**src/rtl/simon_arbiter_if.sv**
```systemverilog
// simon_arbiter_if: requester request/response ports plus the Simon core start/eoc port.
// slave = arbiter view, master = requesters/core/bench view.
interface simon_arbiter_if #(
   parameter int unsigned N_REQ = 2,
   parameter int unsigned BLK_W = 64,
   parameter int unsigned KEY_W = 128
);
   localparam int unsigned GW = (N_REQ > 1) ? $clog2(N_REQ) : 1;

   logic [N_REQ-1:0]       req_valid;
   logic [N_REQ-1:0]       req_ready;
   logic [N_REQ*BLK_W-1:0] req_block;
   logic [N_REQ*KEY_W-1:0] req_key;
   logic [N_REQ-1:0]       rsp_valid;
   logic [N_REQ-1:0]       rsp_ready;
   logic [BLK_W-1:0]       rsp_block;
   logic                   rsp_err;
   logic                   core_start;
   logic [BLK_W-1:0]       core_block;
   logic [KEY_W-1:0]       core_key;
   logic                   core_eoc;
   logic [BLK_W-1:0]       core_result;
   logic                   busy;
   logic [GW-1:0]          grant_id;

   modport slave (
      input  req_valid, req_block, req_key, rsp_ready, core_eoc, core_result,
      output req_ready, rsp_valid, rsp_block, rsp_err, core_start, core_block, core_key,
             busy, grant_id
   );

   modport master (
      output req_valid, req_block, req_key, rsp_ready, core_eoc, core_result,
      input  req_ready, rsp_valid, rsp_block, rsp_err, core_start, core_block, core_key,
             busy, grant_id
   );
endinterface

```
**src/rtl/simon_arbiter.sv**
```systemverilog
// simon_arbiter: round-robin sharing of one Simon 64/128 core between N_REQ requesters.
// Define SIMON_ARB_TIMEOUT_EN to abort a WAIT that exceeds TIMEOUT cycles with rsp_err=1.
module simon_arbiter #(
   parameter int unsigned N_REQ = 2,
   parameter int unsigned BLK_W = 64,
   parameter int unsigned KEY_W = 128
`ifdef SIMON_ARB_TIMEOUT_EN
   ,
   parameter int unsigned TIMEOUT = 48
`endif
) (
   input logic            clk,
   input logic            rst,
   simon_arbiter_if.slave bus
);
   localparam int unsigned GW = (N_REQ > 1) ? $clog2(N_REQ) : 1;

   typedef enum logic [1:0] {IDLE = 2'd0, LAUNCH = 2'd1, WAIT = 2'd2, RESP = 2'd3} state_t;

   state_t           state, state_nxt;
   logic [GW-1:0]    last_grant, last_grant_nxt;
   logic [GW-1:0]    grant, grant_nxt;
   logic [GW-1:0]    pick, idx;
   logic             found, accept, tmo_hit;
   logic             core_start_q, core_start_nxt;
   logic             rsp_err_q, rsp_err_nxt;
   logic             busy_q;
   logic [N_REQ-1:0] req_ready_c;
   logic [N_REQ-1:0] rsp_valid_q, rsp_valid_nxt;
   logic [BLK_W-1:0] rsp_block_q, rsp_block_nxt;
   logic [BLK_W-1:0] core_block_q;
   logic [KEY_W-1:0] core_key_q;

   // Round-robin search starting just after the last served requester
   always_comb begin
      pick  = '0;
      found = 1'b0;
      idx   = '0;
      for (int unsigned k = 1; k <= N_REQ; k++) begin
         idx = GW'((32'(last_grant) + k) % N_REQ);
         if (!found && bus.req_valid[idx]) begin
            found = 1'b1;
            pick  = idx;
         end
      end
   end

`ifdef SIMON_ARB_TIMEOUT_EN
   logic [7:0] tmo_cnt;

   // Holds (WAIT cycle number - 1); cleared on the LAUNCH->WAIT transition
   always_ff @(posedge clk or posedge rst) begin
      if (rst)                 tmo_cnt <= '0;
      else if (state == LAUNCH) tmo_cnt <= '0;
      else if (state == WAIT)   tmo_cnt <= tmo_cnt + 8'd1;
   end

   assign tmo_hit = (state == WAIT) && (tmo_cnt == 8'(TIMEOUT - 1));
`else
   assign tmo_hit = 1'b0;
`endif

   always_comb begin
      state_nxt      = state;
      last_grant_nxt = last_grant;
      grant_nxt      = grant;
      rsp_valid_nxt  = rsp_valid_q;
      rsp_block_nxt  = rsp_block_q;
      rsp_err_nxt    = rsp_err_q;
      core_start_nxt = 1'b0;
      accept         = 1'b0;
      req_ready_c    = '0;
      case (state)
         IDLE: begin
            if (found) begin
               req_ready_c[pick] = 1'b1;
               accept            = 1'b1;
               grant_nxt         = pick;
               core_start_nxt    = 1'b1;
               state_nxt         = LAUNCH;
            end
         end
         LAUNCH: state_nxt = WAIT;
         WAIT: begin
            // eoc takes priority over a coincident timeout
            if (bus.core_eoc) begin
               rsp_block_nxt        = bus.core_result;
               rsp_err_nxt          = 1'b0;
               rsp_valid_nxt        = '0;
               rsp_valid_nxt[grant] = 1'b1;
               state_nxt            = RESP;
            end else if (tmo_hit) begin
               rsp_block_nxt        = '0;
               rsp_err_nxt          = 1'b1;
               rsp_valid_nxt        = '0;
               rsp_valid_nxt[grant] = 1'b1;
               state_nxt            = RESP;
            end
         end
         RESP: begin
            if (bus.rsp_ready[grant]) begin
               rsp_valid_nxt  = '0;
               rsp_err_nxt    = 1'b0;
               last_grant_nxt = grant;
               state_nxt      = IDLE;
            end
         end
         default: state_nxt = IDLE;
      endcase
   end

   always_ff @(posedge clk or posedge rst) begin
      if (rst) begin
         state        <= IDLE;
         last_grant   <= GW'(N_REQ - 1);
         grant        <= '0;
         rsp_valid_q  <= '0;
         rsp_block_q  <= '0;
         rsp_err_q    <= 1'b0;
         core_start_q <= 1'b0;
         core_block_q <= '0;
         core_key_q   <= '0;
         busy_q       <= 1'b0;
      end else begin
         state        <= state_nxt;
         last_grant   <= last_grant_nxt;
         grant        <= grant_nxt;
         rsp_valid_q  <= rsp_valid_nxt;
         rsp_block_q  <= rsp_block_nxt;
         rsp_err_q    <= rsp_err_nxt;
         core_start_q <= core_start_nxt;
         busy_q       <= (state_nxt != IDLE);
         if (accept) begin
            core_block_q <= bus.req_block[32'(pick) * BLK_W +: BLK_W];
            core_key_q   <= bus.req_key[32'(pick) * KEY_W +: KEY_W];
         end
      end
   end

   assign bus.req_ready  = req_ready_c;
   assign bus.rsp_valid  = rsp_valid_q;
   assign bus.rsp_block  = rsp_block_q;
   assign bus.rsp_err    = rsp_err_q;
   assign bus.core_start = core_start_q;
   assign bus.core_block = core_block_q;
   assign bus.core_key   = core_key_q;
   assign bus.busy       = busy_q;
   assign bus.grant_id   = grant;
endmodule

```
**src/flat_wrapper.sv**
```systemverilog
// flat-port wrapper written by rule: the top's interface ports become plain ports
module simon_arbiter_flat 
#(
   parameter int unsigned N_REQ = 2,
   parameter int unsigned BLK_W = 64,
   parameter int unsigned KEY_W = 128

)
  (clk, rst, bus_req_valid, bus_req_block, bus_req_key, bus_rsp_ready, bus_core_eoc, bus_core_result, bus_req_ready, bus_rsp_valid, bus_rsp_block, bus_rsp_err, bus_core_start, bus_core_block, bus_core_key, bus_busy, bus_grant_id);
  simon_arbiter_if #(.N_REQ(N_REQ), .BLK_W(BLK_W), .KEY_W(KEY_W)) bus_i ();
  input logic clk;
  input logic rst;
  input wire logic [$bits(bus_i.req_valid)-1:0] bus_req_valid;
  input wire logic [$bits(bus_i.req_block)-1:0] bus_req_block;
  input wire logic [$bits(bus_i.req_key)-1:0] bus_req_key;
  input wire logic [$bits(bus_i.rsp_ready)-1:0] bus_rsp_ready;
  input wire logic [$bits(bus_i.core_eoc)-1:0] bus_core_eoc;
  input wire logic [$bits(bus_i.core_result)-1:0] bus_core_result;
  output wire logic [$bits(bus_i.req_ready)-1:0] bus_req_ready;
  output wire logic [$bits(bus_i.rsp_valid)-1:0] bus_rsp_valid;
  output wire logic [$bits(bus_i.rsp_block)-1:0] bus_rsp_block;
  output wire logic [$bits(bus_i.rsp_err)-1:0] bus_rsp_err;
  output wire logic [$bits(bus_i.core_start)-1:0] bus_core_start;
  output wire logic [$bits(bus_i.core_block)-1:0] bus_core_block;
  output wire logic [$bits(bus_i.core_key)-1:0] bus_core_key;
  output wire logic [$bits(bus_i.busy)-1:0] bus_busy;
  output wire logic [$bits(bus_i.grant_id)-1:0] bus_grant_id;
  assign bus_i.req_valid = bus_req_valid;
  assign bus_i.req_block = bus_req_block;
  assign bus_i.req_key = bus_req_key;
  assign bus_i.rsp_ready = bus_rsp_ready;
  assign bus_i.core_eoc = bus_core_eoc;
  assign bus_i.core_result = bus_core_result;
  assign bus_req_ready = bus_i.req_ready;
  assign bus_rsp_valid = bus_i.rsp_valid;
  assign bus_rsp_block = bus_i.rsp_block;
  assign bus_rsp_err = bus_i.rsp_err;
  assign bus_core_start = bus_i.core_start;
  assign bus_core_block = bus_i.core_block;
  assign bus_core_key = bus_i.core_key;
  assign bus_busy = bus_i.busy;
  assign bus_grant_id = bus_i.grant_id;
  simon_arbiter #(.N_REQ(N_REQ), .BLK_W(BLK_W), .KEY_W(KEY_W)) u_core (.clk(clk), .rst(rst), .bus(bus_i));
endmodule
```
**config.mk**
```make
export PLATFORM = sky130hd
export DESIGN_NAME = simon_arbiter_flat
export DESIGN_NICKNAME = d
export VERILOG_FILES = /design/src/rtl/simon_arbiter_if.sv /design/src/rtl/simon_arbiter.sv /design/src/flat_wrapper.sv
export SDC_FILE = /design/constraint.sdc
export NUM_CORES = 1
export LEC_CHECK = 0
export CORE_AREA = 5 5 275 277
export CTS_CLUSTER_DIAMETER = 150
export DETAILED_ROUTE_END_ITERATION = 8
export DIE_AREA = 0 0 280 282
export PLACE_DENSITY = 0.37
export RECOVER_POWER = 100
export REMOVE_ABC_BUFFERS = 1
export SETUP_SLACK_MARGIN = 0.05
export SYNTH_ARGS = -nofsm -noshare
export SYNTH_HDL_FRONTEND = slang
export SYNTH_SLANG_ARGS = --single-unit
export TNS_END_PERCENT = 10
```
**constraint.sdc**
```tcl
create_clock -name clk -period 11.29 [get_ports clk]
set_input_delay 1.6935 -clock clk [delete_from_list [all_inputs] [get_ports clk]]
set_output_delay 1.6935 -clock clk [all_outputs]
set_load 0.005 [all_outputs]
```
==> impl_metrics.env <==
export IMPL_setup_viol_count_final=0
export IMPL_mostFrequentLayoutCell="sky130_fd_sc_hd__clkdlybuf4s50_1"
export IMPL_io_pins=719
export IMPL_cts_sinks=264
export IMPL_crit_path_max_incr_delay_ns=2.09
export IMPL_dieHeight_um=282
export IMPL_finalHoldViolations=0
export IMPL_timing_max_slew_rel_slack_pct=-162
export IMPL_path_cells="dlygate4sd3_1 -> a2111oi_4 -> clkbuf_1 -> clkdlybuf4s50_1"
export IMPL_yosysTopAreaCellShare_pct=59.8
export IMPL_area_growth_synth_to_final_pct=84.7
export IMPL_cts_reportedPaths_clkPinSlew_ns=0.06
export IMPL_crit_path_max_fanout=52
export IMPL_synth_ff_latch_count=264
export IMPL_clkLatencyLatePin_ns=0.54
export IMPL_ctsRootBufferMaster="sky130_fd_sc_hd__clkbuf_16"
export IMPL_post_cts_hold_buffer_count=0
export IMPL_h_tree_depth=2
export IMPL_number_of_maximum_capacitance_constraint_violations=7
export IMPL_timing_critical_path_arrival_ns=5.88
export IMPL_routabilityCongestion=0.837
export IMPL_violations="max-capacitance violations, max-slew violations"
export IMPL_post_dp_hpwl_um=40700
export IMPL_critical_path_launch_point_type="input port"
export IMPL_worst_vdd_ir_v=0.000115
export IMPL_postLayoutCellArea_um2=20300
export IMPL_portBuffers=717
export IMPL_initial_utilization_pct=15.2
export IMPL_min_period_over_period_pct=67.1
export IMPL_critPathRequiredTime_ns=9.60
export IMPL_cts_buffers=37
export IMPL_yosys_cell_types_count=27
export IMPL_drt_iter0_markers=365
export IMPL_synth_warn=0
export IMPL_wire_length_of_the_first_global_routing_pass_um=80400
export IMPL_synth_cell_area_um2=11000
export IMPL_post_synth_main_area_contributors="sky130_fd_sc_hd__dfrtp_1 (60%), sky130_fd_sc_hd__a221o_1 (17%), sky130_fd_sc_hd__and3_1 (11%)"
export IMPL_remaining_drc_errors=0
export IMPL_num_nets_final=1967
export IMPL_post_synth_top_area_cell="sky130_fd_sc_hd__dfrtp_1"
export IMPL_synthesis_instances=833
export IMPL_criticalPathCategory="input port to primary output"
export IMPL_finalWorstPathRequiredPeriod_ns=7.58
export IMPL_vias_in_the_first_global_route=11300
export IMPL_holdCritPathClass="flop to flop"
export IMPL_largest_net_degree_at_the_start_of_global_routing=102
export IMPL_cts_path_max_buffers=3
export IMPL_post_route_worst_setup_slack_ns=3.71
export IMPL_critical_path_top_delay_family="buffers and inverters"
export IMPL_outcome="finished, violations left"
export IMPL_mostFrequentLayoutCells="sky130_fd_sc_hd__clkdlybuf4s50_1 (451), sky130_fd_sc_hd__dlygate4sd3_1 (266), sky130_fd_sc_hd__dfrtp_1 (263), sky130_fd_sc_hd__and3_1 (192), sky130_fd_sc_hd__a221o_1 (192)"
export IMPL_globalRoute_totalOverflow=0
export IMPL_first_pass_iters=4
export IMPL_postCtsSetupRepairBufs=0
export IMPL_wl_per_cell_um=22.7
export IMPL_rsz0062_at_grt="false"
export IMPL_dpl_cell_area_um2=19200
export IMPL_worstMarginPinSlew_ns=3.93
export IMPL_timing_clock_skew_ns=0.0255
export IMPL_power_density_nw_per_um2=237
export IMPL_filler_cell_count=7570
export IMPL_fmaxAchievable_mhz=132
export IMPL_report_final_slew_viol_count=408
export IMPL_post_cts_resized_instances=0
export IMPL_die_w_um=280
export IMPL_grtUsageTotal_pct=13.4
export IMPL_syn_mean_instance_area_um2=13.2
export IMPL_crit_slowest_cell="sky130_fd_sc_hd__clkbuf_1"
export IMPL_total_leakage_power_nw=9.09
export IMPL_vias=10400
export IMPL_antenna_found_initial=9
export IMPL_tritoncts="done"
export IMPL_synth_yosys_seq_area_share_pct=60.0
export IMPL_placeableCoreArea_um2=72600
export IMPL_design_die_area_um2=79000
export IMPL_pre_cts_ws_ns=5.31
export IMPL_share_of_layout_cells_above_drive_strength_1_pct=8.83
export IMPL_vias_per_cell=4.13
export IMPL_rows=99
export IMPL_detail_route_antenna_nets=0
export IMPL_drt_wl_total_um=56800
export IMPL_crit_buf_inv=3
export IMPL_setup_worst_path_end_class="primary output"
-- registers in the layout (all words and copies together), names as in the netlist --
signal                 flops
u_core.bus.rsp_valid       2
u_core.bus.rsp_block      64
u_core.last_grant          1
u_core.bus.busy            1
u_core.bus.core_start      1
u_core.state               2
u_core.bus.core_key      128
u_core.bus.core_block     64
u_core.bus.grant_id        1
-- metal layers --
metal / GRT usage, % / vias up / share of wire (%)
met5: 0 / - / 0.085
met4: 4.14 / 8 / 2.9
met3: 5.82 / 79 / 10
met2: 23.8 / 497 / 51
met1: 14.6 / 5085 / 36
li1: - / 4683 / -
-- cells in the mapped netlist (all sizes together) --
cell type / instances
a2111oi: 1
dfrtp: 263
o211ai: 1
conb: 1
o21ai: 4
a21o: 1
and3: 192
buf: 33
mux2: 65
a22oi: 1
a221o: 192
dfstp: 1
and2: 1
inv: 5
nand2: 2
nor2: 2
nor2b: 1
a21oi: 4
nand3b: 1
a21boi: 1
nand3: 2
clkbuf: 59
-- final cells by class --
class | count | area [um^2] | share of cell area (%)
sequential | 264 | 6610 | 32.5
tap | 959 | 1200 | 5.90
antenna | 7 | 17.5 | 0.0861
multi-input combinational | 472 | 4020 | 19.8
inverter | 5 | 20.0 | 0.0984
timing repair buffer | 732 | 7270 | 35.7
clock buffer | 61 | 1170 | 5.74
clock inverter | 6 | 42.5 | 0.209
-- per-stage QoR --
step                      hold slack [ns]  setup TNS (ns)  power [mW]  instances  util (%)
after detailed placement            0.492               0        3.89       2432      26.4
final                               0.495               0        4.82       2506      28.0
after global routing                0.510               0        5.13       2503      28.0
after floorplan                     0.490          -0.575        2.46        741         -
after global placement              0.486               0        3.90       2432      26.4
after CTS                           0.505               0        5.12       2499      28.1
-- final timing paths --
kind	start	end	slack, ns	cells after the start
min	u_core.bus.rsp_block[25]	u_core.bus.rsp_block[25]	0.50	1
min reg2reg	u_core.bus.rsp_block[25]	u_core.bus.rsp_block[25]	0.50	1
max reg2reg	u_core.state[1]	u_core.bus.core_key[60]	4.88	5
max	bus_req_valid[1]	bus_req_ready[0]	3.71	4
max in group asynchronous	rst	u_core.bus.core_key[119]	5.46	4
min in group asynchronous	rst	u_core.bus.rsp_block[4]	2.77	2
-- worst register-to-register path, delay by kind of cell (launching register included) --
kind	cells	cell delay [ns]
AOI/OAI and AO/OA	2	0.70
and+or+nand+nor	1	0.27
DFF	1	0.53
buffers and inverters	2	4.82
-- kinds of logic after synthesis --
group,synth area share (%)
AO/OA/AOI/OAI,18.3
other,0.0341
AND/OR/NAND/NOR,11.4
flip-flops,60.0
multiplexers,6.65
buffers and inverters,3.67
-- power by group --
part           internal, mW  switching [mW]  leakage (nW)
clock network         0.706           0.460         0.590
registers              1.40           0.251          3.25
logic                  1.20           0.801          5.25
(Power assumes the default switching activity.)
